--- config.mk ---
export PLATFORM = sky130hd
export DESIGN_NAME = spi_prot_trig
export DESIGN_NICKNAME = d
export VERILOG_FILES = /design/src/rtl/spi_prot_trig_pkg.sv /design/src/rtl/spi_prot_trig_sync_edge.sv /design/src/rtl/spi_prot_trig.sv
export SDC_FILE = /design/constraint.sdc
export NUM_CORES = 1
export LEC_CHECK = 0
export CAP_MARGIN = 20
export CORE_UTILIZATION = 52
export DETAILED_ROUTE_END_ITERATION = 6
export PLACE_DENSITY = 0.87
export SYNTH_ARGS = -nofsm -noshare
export SYNTH_HDL_FRONTEND = slang
export SYNTH_SLANG_ARGS = --single-unit
export TNS_END_PERCENT = 20
--- constraint.sdc ---
create_clock -name clk -period 2.2 [get_ports clk]
set_input_delay 0.55 -clock clk [delete_from_list [all_inputs] [get_ports clk]]
set_output_delay 0.55 -clock clk [all_outputs]
set_load 0.02 [all_outputs]
--- src/rtl/spi_prot_trig_pkg.sv ---
// Shared LA protocol-trigger definitions: FSM states, frame widths, frame compare.
package spi_prot_trig_pkg;

    localparam int unsigned SPI_FRAME_W = 16;
    localparam int unsigned SPI_BYTE_W  = 8;
    localparam int unsigned SPI_CNT_W   = 5;

    // Bit counter saturates here so long frames never wrap back below a length.
    localparam logic [SPI_CNT_W-1:0] SPI_CNT_MAX = '1;

    typedef enum logic {
        IDLE = 1'b0,
        RX   = 1'b1
    } spi_state_e;

    // Masked compare of the captured frame; 8-bit mode looks only at the last byte shifted in.
    function automatic logic frame_hit(
        input logic [SPI_FRAME_W-1:0] shft,
        input logic [SPI_FRAME_W-1:0] match,
        input logic [SPI_FRAME_W-1:0] mask,
        input logic [SPI_CNT_W-1:0]   bit_cnt,
        input logic                   len8
    );
        logic [SPI_FRAME_W-1:0] care;
        logic [SPI_CNT_W-1:0]   need;
        care = len8 ? {{(SPI_FRAME_W-SPI_BYTE_W){1'b0}}, ~mask[SPI_BYTE_W-1:0]} : ~mask;
        need = len8 ? SPI_CNT_W'(SPI_BYTE_W) : SPI_CNT_W'(SPI_FRAME_W);
        return (((shft ^ match) & care) == '0) && (bit_cnt >= need);
    endfunction

endpackage

--- src/rtl/spi_prot_trig_sync_edge.sv ---
// 3-flop synchroniser with edge detect; shared by the SPI and UART trigger units.
module prot_sync_edge #(
    parameter logic RST_VAL = 1'b0
) (
    input  logic clk,
    input  logic rst_n,
    input  logic din,
    output logic dout,
    output logic rise_c,
    output logic fall_c
);

    logic ff1;
    logic ff2;
    logic ff3;

    // Two metastability flops, third flop delays by one for edge detection.
    always_ff @(posedge clk or negedge rst_n) begin
        if (!rst_n) begin
            ff1 <= RST_VAL;
            ff2 <= RST_VAL;
            ff3 <= RST_VAL;
        end else begin
            ff1 <= din;
            ff2 <= ff1;
            ff3 <= ff2;
        end
    end

    // Delayed level lines up with the single-cycle edge pulses below.
    assign dout   = ff3;
    assign rise_c = ff2 & ~ff3;
    assign fall_c = ~ff2 & ff3;

endmodule

--- src/rtl/spi_prot_trig.sv ---
// SPI protocol trigger: captures an SPI frame from CH1..CH3 and pulses SPItrig on a masked match.
module spi_prot_trig
    import spi_prot_trig_pkg::*;
(
    input  logic                   clk,
    input  logic                   rst_n,
    input  logic                   SS_n,
    input  logic                   SCLK,
    input  logic                   MOSI,
    input  logic                   edg,
    input  logic                   len8,
    input  logic [SPI_FRAME_W-1:0] match,
    input  logic [SPI_FRAME_W-1:0] mask,
    output logic                   SPItrig
);

    logic ss_rise_c;
    logic ss_fall_c;
    logic sclk_rise_c;
    logic sclk_fall_c;
    logic mosi_q;
    logic smpl_c;

    spi_state_e             state;
    spi_state_e             state_nxt;
    logic [SPI_FRAME_W-1:0] shft;
    logic [SPI_FRAME_W-1:0] shft_nxt;
    logic [SPI_CNT_W-1:0]   bit_cnt;
    logic [SPI_CNT_W-1:0]   bit_cnt_nxt;
    logic                   trig_nxt;

    // Slave select idles high; only its edges are needed.
    prot_sync_edge #(.RST_VAL(1'b1)) u_sync_ss (
        .clk    (clk),
        .rst_n  (rst_n),
        .din    (SS_n),
        .dout   (),
        .rise_c (ss_rise_c),
        .fall_c (ss_fall_c)
    );

    // SPI clock idles high out of reset; only its edges are needed.
    prot_sync_edge #(.RST_VAL(1'b1)) u_sync_sclk (
        .clk    (clk),
        .rst_n  (rst_n),
        .din    (SCLK),
        .dout   (),
        .rise_c (sclk_rise_c),
        .fall_c (sclk_fall_c)
    );

    // Data uses the delayed level, aligned with the SCLK edge pulses.
    prot_sync_edge #(.RST_VAL(1'b0)) u_sync_mosi (
        .clk    (clk),
        .rst_n  (rst_n),
        .din    (MOSI),
        .dout   (mosi_q),
        .rise_c (),
        .fall_c ()
    );

    // Sampling edge chosen at run time.
    assign smpl_c = edg ? sclk_rise_c : sclk_fall_c;

    // State, shifter, bit counter and trigger pulse registers.
    always_ff @(posedge clk or negedge rst_n) begin
        if (!rst_n) begin
            state   <= IDLE;
            shft    <= '0;
            bit_cnt <= '0;
            SPItrig <= 1'b0;
        end else begin
            state   <= state_nxt;
            shft    <= shft_nxt;
            bit_cnt <= bit_cnt_nxt;
            SPItrig <= trig_nxt;
        end
    end

    // Frame capture: SS_n fall opens a frame, SS_n rise closes it and wins over a same-cycle SCLK edge.
    always_comb begin
        state_nxt   = state;
        shft_nxt    = shft;
        bit_cnt_nxt = bit_cnt;
        trig_nxt    = 1'b0;
        case (state)
            IDLE: begin
                if (ss_fall_c) begin
                    state_nxt   = RX;
                    shft_nxt    = '0;
                    bit_cnt_nxt = '0;
                end
            end
            RX: begin
                if (ss_rise_c) begin
                    state_nxt = IDLE;
                    trig_nxt  = frame_hit(shft, match, mask, bit_cnt, len8);
                end else if (smpl_c) begin
                    shft_nxt    = {shft[SPI_FRAME_W-2:0], mosi_q};
                    bit_cnt_nxt = (bit_cnt == SPI_CNT_MAX) ? bit_cnt : bit_cnt + SPI_CNT_W'(1);
                end
            end
            default: begin
                state_nxt = IDLE;
            end
        endcase
    end

endmodule

==> summary.txt, run 1 <==
WHS = 0.3626 ns
ANT cells = 0
Clock Skew = 0.004710 ns
clock buffer depth = 2
Synth top area share = 0.4009
largest cells by area after synthesis = dfrtp_1, dfstp_2, xnor2_1, nand2_1, nand3_1
# hold bufs at CTS = 0
worst setup margin = 0.3752 ns
status = finished with violations
grt total ovfl = 0
initial antenna violation count = 0
Skew-Pair Late Insertion Delay = 0.32 ns
pwr dens = 685.5 nW/µm²
fmax = 0.5480 GHz
# port buffers = 39
Final period util = 0.8295
post-route minimum period = 1.825 ns
CP max FO = 19
die width = 57.87 µm
max reg flops = 16
CP required = 2.39 ns
CTS tree = done
Fill cells = 209
Starting Density = 0.5689
ANT nets after route = 0
sequential-to-total area share from yosys stat = 0.4981
RePlAce Congestion = 0.7342
Distinct cells, synth = 34
Final Hold Fails = 0
core box area = 2853 µm²
Pre-antenna DRT Iters = 6
peak supply drop = 0.6291 mV
Synth Instances = 160
Detail Placement HPWL = 2.594 mm
Area Growth Syn to Fin = 30.61%
CP arrival = 2.01 ns
WHS Endpoint = u_sync_mosi.dout$_DFF_PN0_
H-Tree Depth = 2
RR Startpoint = bit_cnt[0]$_DFFE_PN0P_
most frequent cells after synthesis = dfrtp_1, nand2_1, nand3_1, xnor2_1, o21ai_2
vias in the first global route = 1329
Clock transition at path regs = 0.10 ns
headroom to the max-slew limit = 0.7405
Largest regs = shft: 16 flops, bit_cnt: 5 flops
pin count of the biggest net entering global routing = 33
final setup vio count = 0
fin nets = 246
TritonCTS Buffers = 5
GRT Overall Usage = 0.2385
dpl ws = 0.03235 ns
min-delay worst type = reg -> reg
CTS sink count = 32
CTS resizes = 0
Top Ports = 40
Row Count = 19
final wirelength = 3.514 mm
reg2reg path depth = 7
DIE HEIGHT = 57.87 µm
hold_sp = u_sync_mosi.ff2$_DFF_PN0_
warnings from Yosys = 0
fin. max-slew vios = 0
Syn Area/Cell = 10.14 µm²
number of synthesized flops with an enable pin = 0
vias = 1343
maxcap violations = 0
Synth async-reset ratio = 1.000
Vias/cell = 5.739
CTS root buffer = clkbuf_4
first-pass GRT wire length = 5.906 mm
synthesized flop and latch total = 32
RSZ-0062 raised after global routing = false
crit start category = input pin
syn nets = 204
synthesized cell area = 1623 µm²
Synth area leader = dfrtp_1
post-CTS setup buffers = 0
Pwr Total = 1453 µW
setup slack, reg-to-reg = 0.45 ns
sum of negative setup slack = 0 ns
WHS Path Cells = 0
final routed DRC violation total = 4
DIE AREA = 3348 µm²
worst r2r dst = bit_cnt[1]$_DFFE_PN0P_
Reg with most FFs = shft
Iter 0 DRT Violations = 48
layout cells sized above 1 = 0.1527
CP endpoint kind = flip-flop
count leader, synth = dfrtp_1
Finished Core Util = 0.7430
Leak = 0.0008768 µW
violations in the final reports = design-rule violations
WL/cell = 15.02 µm
Worst-Margin Slew = 0.3892 ns
WS Path Type = in -> reg
Primary FF master, synth = dfrtp_1
power by group:
part / switching [µW] / total (µW) / internal (µW)
clock: 198 / 435 / 237
sequential: 53.9 / 703 / 649
combinational: 150 / 315 / 165
total: 402 / 1450 / 1050
logic make-up (layout without fill, tap and decap cells):
group / Yosys count / count (layout) / share of synthesized area
fa+ha+maj: 5 / 5 / 0.03855
mux: 1 / 1 / 0.006168
compound gates: 36 / 36 / 0.1635
buf+inv: 14 / 57 / 0.04471
flops: 32 / 32 / 0.4981
xor+xnor: 16 / 16 / 0.08635
simple gates: 56 / 56 / 0.1627
metal layers:
layer,GRT usage,share of wire,up-vias
met5,0,0,-
met4,0.1020,0.020,0
met3,0.05357,0.062,8
met2,0.4236,0.51,59
met1,0.2760,0.41,629
li1,-,-,647
worst max-delay path, stage by stage:
cell	delay, ns
clkdlybuf4s50_1	0.41
and3b_1	0.18
o211ai_1	0.34
and2_4	0.39
o32ai_1	0.15
metrics by stage:
step	std cells	area (µm²)
final	234	2120
after global placement	226	2039
after floorplan	160	1623
after global routing	234	2120
after detailed placement	226	2039
after CTS	234	2120
layout by cell type, fill, tap and decap left out, drive strengths merged, types with 2 or more instances in the layout:
cell and instances:
nand2 25, nand3 18, clkbuf 5, clkdlybuf4s50 39
nand2b 2, dfrtp 26, nor2 3, ha 5
o32ai 2, o211ai 2, o21ai 17, o22ai 7
inv 4, dfstp 6, buf 6, xnor2 16
how the worst max path moves through the flow:
stage / start / depth (start not counted) / to / slack, ns
floorplan: edg / 6 / shft[14]$_DFFE_PN0P_ / 0.64
global placement: edg / 5 / bit_cnt[4]$_DFFE_PN0P_ / 0.1
detailed placement: edg / 5 / bit_cnt[1]$_DFFE_PN0P_ / 0.03
CTS: SPItrig$_DFF_PN0_ / 1 / SPItrig / 0.38
global route: edg / 5 / bit_cnt[4]$_DFFE_PN0P_ / 0.27
finish: edg / 5 / bit_cnt[1]$_DFFE_PN0P_ / 0.38
final cells by class:
type	instances	area, µm²	area share
sequential	32	808.3	0.3813
clock buffer	5	37.54	0.01771
clock inverter	3	42.54	0.02007
multi-input combinational	114	742.0	0.3501
timing repair buffer	45	435.4	0.2054
inverter	4	15.01	0.007084
tap	31	38.79	0.01830
Note: power is estimated with default switching activity, not from simulation.
==> run 2, diff against run 1 <==
CORE_UTILIZATION = 44   (was 52)
PLACE_DENSITY = 0.78   (was 0.87)
clock period = 1.5 ns   (was 2.2 ns; I/O delays follow)
==> summary.txt, run 2 (synthesized netlist as in run 1, its figures left out) <==
layout cells sized above 1 = 0.2864 (+0.1337)
Final Hold Fails = 0 (unchanged)
Final period util = 1.019
Detail Placement HPWL = 2.859 mm (+10%)
max reg flops = 16 (unchanged)
final routed DRC violation total = 0 (-4)
ANT nets after route = 0 (unchanged)
peak supply drop = 0.7989 mV (+27%)
post-route minimum period = 1.529 ns
Skew-Pair Late Insertion Delay = 0.29 ns (-0.03 ns)
status = finished with violations
first-pass GRT wire length = 6.575 mm (+11%)
RSZ-0062 raised after global routing = true
placed cells = 252 (+12%)
final wirelength = 3.956 mm (+13%)
TritonCTS Buffers = 5 (unchanged)
peak per-stage delay on the critical path = 0.41 ns (about the same)
worst setup margin = -0.02860 ns (-0.4038 ns)
Reg with most FFs = shft
CP arrival = 1.68 ns (-0.33 ns)
CP max FO = 4 (-15)
grt total ovfl = 0 (unchanged)
headroom to the max-slew limit = 0.8002 (+0.05973)
Fill cells = 276 (+32%)
initial antenna violation count = 0 (unchanged)
WP buf/inv = 0 (-1)
die width = 62.73 µm (+8.4%)
violations in the final reports = negative setup slack
ANT cells = 0 (unchanged)
WP depth = 7 (+2)
Iter 0 DRT Violations = 61 (+27%)
DIE HEIGHT = 62.73 µm (+8.4%)
# port buffers = 39 (unchanged)
Top Ports = 40 (unchanged)
GRT Overall Usage = 0.2227 (-0.01576)
Row Count = 21 (+2)
Clock Skew = 0.005237 ns (+0.0005275 ns)
CP Cell Sequence = ha_2 -> nand2_2 -> nor2_1 -> ha_2 -> nand2_2 -> a21boi_1 -> o32ai_1
pwr dens = 977.0 nW/µm² (+43%)
core box area = 3442 µm² (+21%)
vias in the first global route = 1436 (+8.1%)
pin count of the biggest net entering global routing = 20 (-39%)
Largest regs = shft: 16 flops, bit_cnt: 5 flops
WHS Path Cells = 0 (unchanged)
WHS = 0.3518 ns (-0.01080 ns)
CP endpoint kind = flip-flop
# hold bufs at CTS = 0 (unchanged)
min-delay worst type = reg -> reg
fin nets = 263 (+6.9%)
CTS tree = done
Leak = 0.0009894 µW (+13%)
RePlAce Congestion = 0.7324 (-0.25%)
crit start category = flip-flop
WL/cell = 14.87 µm (-0.96%)
Worst-Margin Slew = 0.2990 ns (-0.09023 ns)
Vias/cell = 5.233 (-8.8%)
CTS sink count = 32 (unchanged)
CP required = 1.66 ns (-0.73 ns)
maxcap violations = 0 (unchanged)
Multi-input gate area = 822.0 µm² (+11%)
fin. max-slew vios = 0 (unchanged)
Non-Filler Instances = 266 (+14%)
DIE AREA = 3935 µm² (+18%)
Clock transition at path regs = 0.07 ns (-0.03 ns)
most common cell after layout, fill and taps aside = clkdlybuf4s50_1
Pre-antenna DRT Iters = 5 (-1)
reg2reg path depth = 7 (unchanged)
Area Growth Syn to Fin = 45.80%
Starting Density = 0.4715 (-0.09739)
WS Path Type = reg -> reg
slowest CP cell = dfrtp_1
fmax = 0.6542 GHz
CTS root buffer = clkbuf_8
Top Family by Delay on Critical Path = compound AO/OA/AOI/OAI gates
H-Tree Depth = 2 (unchanged)
sequential cell area = 808.3 µm² (unchanged)
vias = 1392 (+3.6%)
final setup vio count = 3 (+3)
most frequent cells in the layout = clkdlybuf4s50_1, dfrtp_1, nand2_1, buf_4, xnor2_1
clock buffer depth = 2 (unchanged)
-- run 2: cell types whose count changed in the layout (fill, tap and decap cells not counted), sizes merged --
cell,previous run,this run
clkdlybuf4s50,39,37
buf,6,22
clkbuf,5,7
bufinv,1,0
clkinv,1,0
dlygate4sd2,0,2
and2,1,2
-- run 2: power breakdown --
part	switching [µW]	total (µW)	internal, µW
logic	270	585	315
registers	77.6	1030	954
clock network	323	696	372
-- run 2: metal layers --
layer / GRT usage / vias to the layer above / part of all wire
li1: - / 677 / -
met1: 0.2438 / 663 / 0.40
met4: 0.08721 / 0 / 0.017
met5: 0 / - / 0
met3: 0.06022 / 5 / 0.052
met2: 0.4049 / 47 / 0.53
-- run 2: layout make-up --
class,count,area share
multi-input cells,115,0.3474
flip-flops and latches,32,0.3416
repair buffers,61,0.2406
clock buffers,7,0.03649
well taps,46,0.02433
inverters,4,0.006346
clock inverters,1,0.003173
-- run 2: what timing repair did --
action                     4_1_cts  5_1_grt
cloned                           1        0
gates resized for setup         14       15
setup buffers                    5        0
pin swaps                        5       10
setup endpoints to repair       22       22
-- run 2: final timing paths --
check | startpoint | to | slack (ns)
worst max-delay path | bit_cnt[1]$_DFFE_PN0P_ | bit_cnt[0]$_DFFE_PN0P_ | -0.03
worst max register to register | bit_cnt[1]$_DFFE_PN0P_ | bit_cnt[0]$_DFFE_PN0P_ | -0.03
min in group asynchronous | rst_n | u_sync_mosi.ff1$_DFF_PN0_ | 0.41
max in group asynchronous | rst_n | u_sync_sclk.ff1$_DFF_PN1_ | 0.85
worst min-delay path | u_sync_ss.ff1$_DFF_PN1_ | u_sync_ss.ff2$_DFF_PN1_ | 0.35
worst min register to register | u_sync_ss.ff1$_DFF_PN1_ | u_sync_ss.ff2$_DFF_PN1_ | 0.35
-- run 2: worst register-to-register path: stages (launching register included) --
cell and delay [ns]:
dfrtp_1 0.41, ha_2 0.19, nand2_2 0.06, nor2_1 0.04
ha_2 0.20, nand2_2 0.07, a21boi_1 0.29, o32ai_1 0.14
-- run 2: metrics by stage --
step	utilization	setup WS, ns	cell area, µm²	power (µW)	TNS [ns]
after floorplan	-	-0.02148	1623	1314	-0.1579
after global placement	0.6256	-0.3540	2153	1523	-7.040
after detailed placement	0.6256	-0.4019	2153	1554	-7.777
after CTS	0.6728	-0.001028	2316	2291	-0.001028
after global routing	0.6874	-0.1016	2366	2429	-1.115
final	0.6874	-0.02860	2366	2312	-0.06039
==> run 3, diff against run 2 <==
MAX_ROUTING_LAYER = met4   (was not set)
==> summary.txt, run 3 (synthesized netlist as in run 1, its figures left out) <==
CTS sink count = 32 (unchanged)
Vias/cell = 5.282 (+0.93%)
WL/cell = 14.92 µm (+0.35%)
post-route minimum period = 1.527 ns (-0.002080 ns)
Clock Skew = 0.006236 ns (+0.0009993 ns)
WHS Path Cells = 0 (unchanged)
Clock transition at path regs = 0.07 ns (about the same)
Worst-Margin Slew = 0.2997 ns (+0.0006925 ns)
Top Ports = 40 (unchanged)
DIE HEIGHT = 62.73 µm (unchanged)
violations in the final reports = negative setup slack
dpl ws = -0.4019 ns (unchanged)
headroom to the max-slew limit = 0.7998 (about the same)
crit start category = flip-flop
final wirelength = 3.970 mm (+0.35%)
worst setup margin = -0.02652 ns (+0.002080 ns)
Final period util = 1.018 (-0.001387)
peak per-stage delay on the critical path = 0.40 ns (about the same)
GRT Overall Usage = 0.2305 (+0.007711)
pwr dens = 977.8 nW/µm² (about the same)
Pwr Total = 2314 µW (about the same)
ANT cells = 0 (unchanged)
reg2reg path depth = 7 (unchanged)
peak supply drop = 0.8024 mV (+0.43%)
final routed DRC violation total = 0 (unchanged)
Starting Density = 0.4715 (unchanged)
CP Cell Sequence = ha_2 -> nand2_2 -> nor2_1 -> ha_2 -> nand2_2 -> a21boi_1 -> o32ai_1
min-delay worst type = reg -> reg
slowest CP cell = dfrtp_1
DIE AREA = 3935 µm² (unchanged)
final setup vio count = 3 (unchanged)
CP endpoint kind = flip-flop
most frequent cells in the layout = clkdlybuf4s50_1, dfrtp_1, nand2_1, buf_4, xnor2_1
Reg with most FFs = shft
most common cell after layout, fill and taps aside = clkdlybuf4s50_1
Finished Core Util = 0.6874 (unchanged)
maxcap violations = 0 (unchanged)
Largest regs = shft: 16 flops, bit_cnt: 5 flops
die width = 62.73 µm (unchanged)
CP arrival = 1.68 ns (about the same)
fin nets = 263 (unchanged)
initial antenna violation count = 0 (unchanged)
H-Tree Depth = 2 (unchanged)
Detail Placement HPWL = 2.859 mm (unchanged)
RSZ-0062 raised after global routing = true
Pre-antenna DRT Iters = 4 (-1)
fmax = 0.6551 GHz (+0.14%)
Skew-Pair Late Insertion Delay = 0.29 ns (about the same)
CTS tree = done
Area Growth Syn to Fin = 45.80% (unchanged)
core box area = 3442 µm² (unchanged)
CP max FO = 4 (unchanged)
vias = 1405 (+0.93%)
Final Hold Fails = 0 (unchanged)
status = finished with violations
grt total ovfl = 0 (unchanged)
CP required = 1.66 ns (about the same)
TritonCTS Buffers = 5 (unchanged)
max reg flops = 16 (unchanged)
WS Path Type = reg -> reg
pin count of the biggest net entering global routing = 20 (unchanged)
Row Count = 21 (unchanged)
Iter 0 DRT Violations = 61 (unchanged)
Leak = 0.0009894 µW (unchanged)
layout cells sized above 1 = 0.2864 (unchanged)
vias in the first global route = 1433 (-0.21%)
# port buffers = 39 (unchanged)
first-pass GRT wire length = 6.589 mm (+0.21%)
ANT nets after route = 0 (unchanged)
fin. max-slew vios = 0 (unchanged)
clock buffer depth = 2 (unchanged)
CTS root buffer = clkbuf_8
RePlAce Congestion = 0.7413 (+1.2%)
[run 3: cell counts in the layout (fill, tap and decap cells not counted)]
Identical to the previous run, type by type.
[run 3: final timing paths]
check	from	endpoint	slack, ns
worst max-delay path	bit_cnt[1]$_DFFE_PN0P_	bit_cnt[0]$_DFFE_PN0P_	-0.03
min in group asynchronous	rst_n	u_sync_mosi.ff1$_DFF_PN0_	0.41
max in group asynchronous	rst_n	u_sync_sclk.ff1$_DFF_PN1_	0.85
worst min register to register	u_sync_mosi.ff2$_DFF_PN0_	u_sync_mosi.dout$_DFF_PN0_	0.35
worst min-delay path	u_sync_mosi.ff2$_DFF_PN0_	u_sync_mosi.dout$_DFF_PN0_	0.35
worst max register to register	bit_cnt[1]$_DFFE_PN0P_	bit_cnt[0]$_DFFE_PN0P_	-0.03
[run 3: power breakdown]
group / internal (µW) / leakage (µW) / switching, µW / total, µW
combinational: 315 / 0.000533 / 272 / 587
clock: 372 / 0.0000445 / 324 / 696
sequential: 954 / 0.000412 / 76.5 / 1030
[run 3: timing repair]
item                       in CTS  in global routing
hold buffers                    0                  0
setup endpoints to repair      22                 22
buffers inserted                5                  0
gates cloned                    1                  0
pin swaps                       5                 10
gates resized for setup        14                 15
[run 3: metrics by stage]
stage | cell area (µm²) | hold WS [ns] | setup TNS [ns] | std cells
2_1_floorplan | 1623 | 0.07941 | -0.1579 | 160
3_3_place_gp | 2153 | 0.3379 | -7.040 | 252
3_5_place_dp | 2153 | 0.3411 | -7.777 | 252
4_1_cts | 2316 | 0.3562 | -0.001028 | 266
5_1_grt | 2366 | 0.3629 | -1.115 | 266
6_report | 2366 | 0.3520 | -0.05240 | 266
[run 3: area by class of cell]
class                           count  area (µm²)
Clock buffer                        7       86.33
Clock inverter                      1       7.507
Inverter                            4       15.01
Sequential cell                    32       808.3
Tap cell                           46       57.56
Fill cell                         276        1076
Timing Repair Buffer               61       569.3
Multi-Input combinational cell    115       822.0
[run 3: metal layers]
| layer | vias to the layer above | share of wire | GRT usage |
|---|---|---|---|
| met3 | 9 | 0.054 | 0.06022 |
| met5 | - | 0 | - |
| li1 | 676 | - | - |
| met1 | 664 | 0.40 | 0.2485 |
| met4 | 0 | 0.020 | 0.08721 |
| met2 | 56 | 0.52 | 0.4035 |
[run 3: critical path, delay by kind of cell (launching register included)]
family,cells,cell delay [ns]
and+or+nand+nor,3,0.16
AOI/OAI and AO/OA,2,0.43
adders and majority gates,2,0.39
DFF,1,0.40
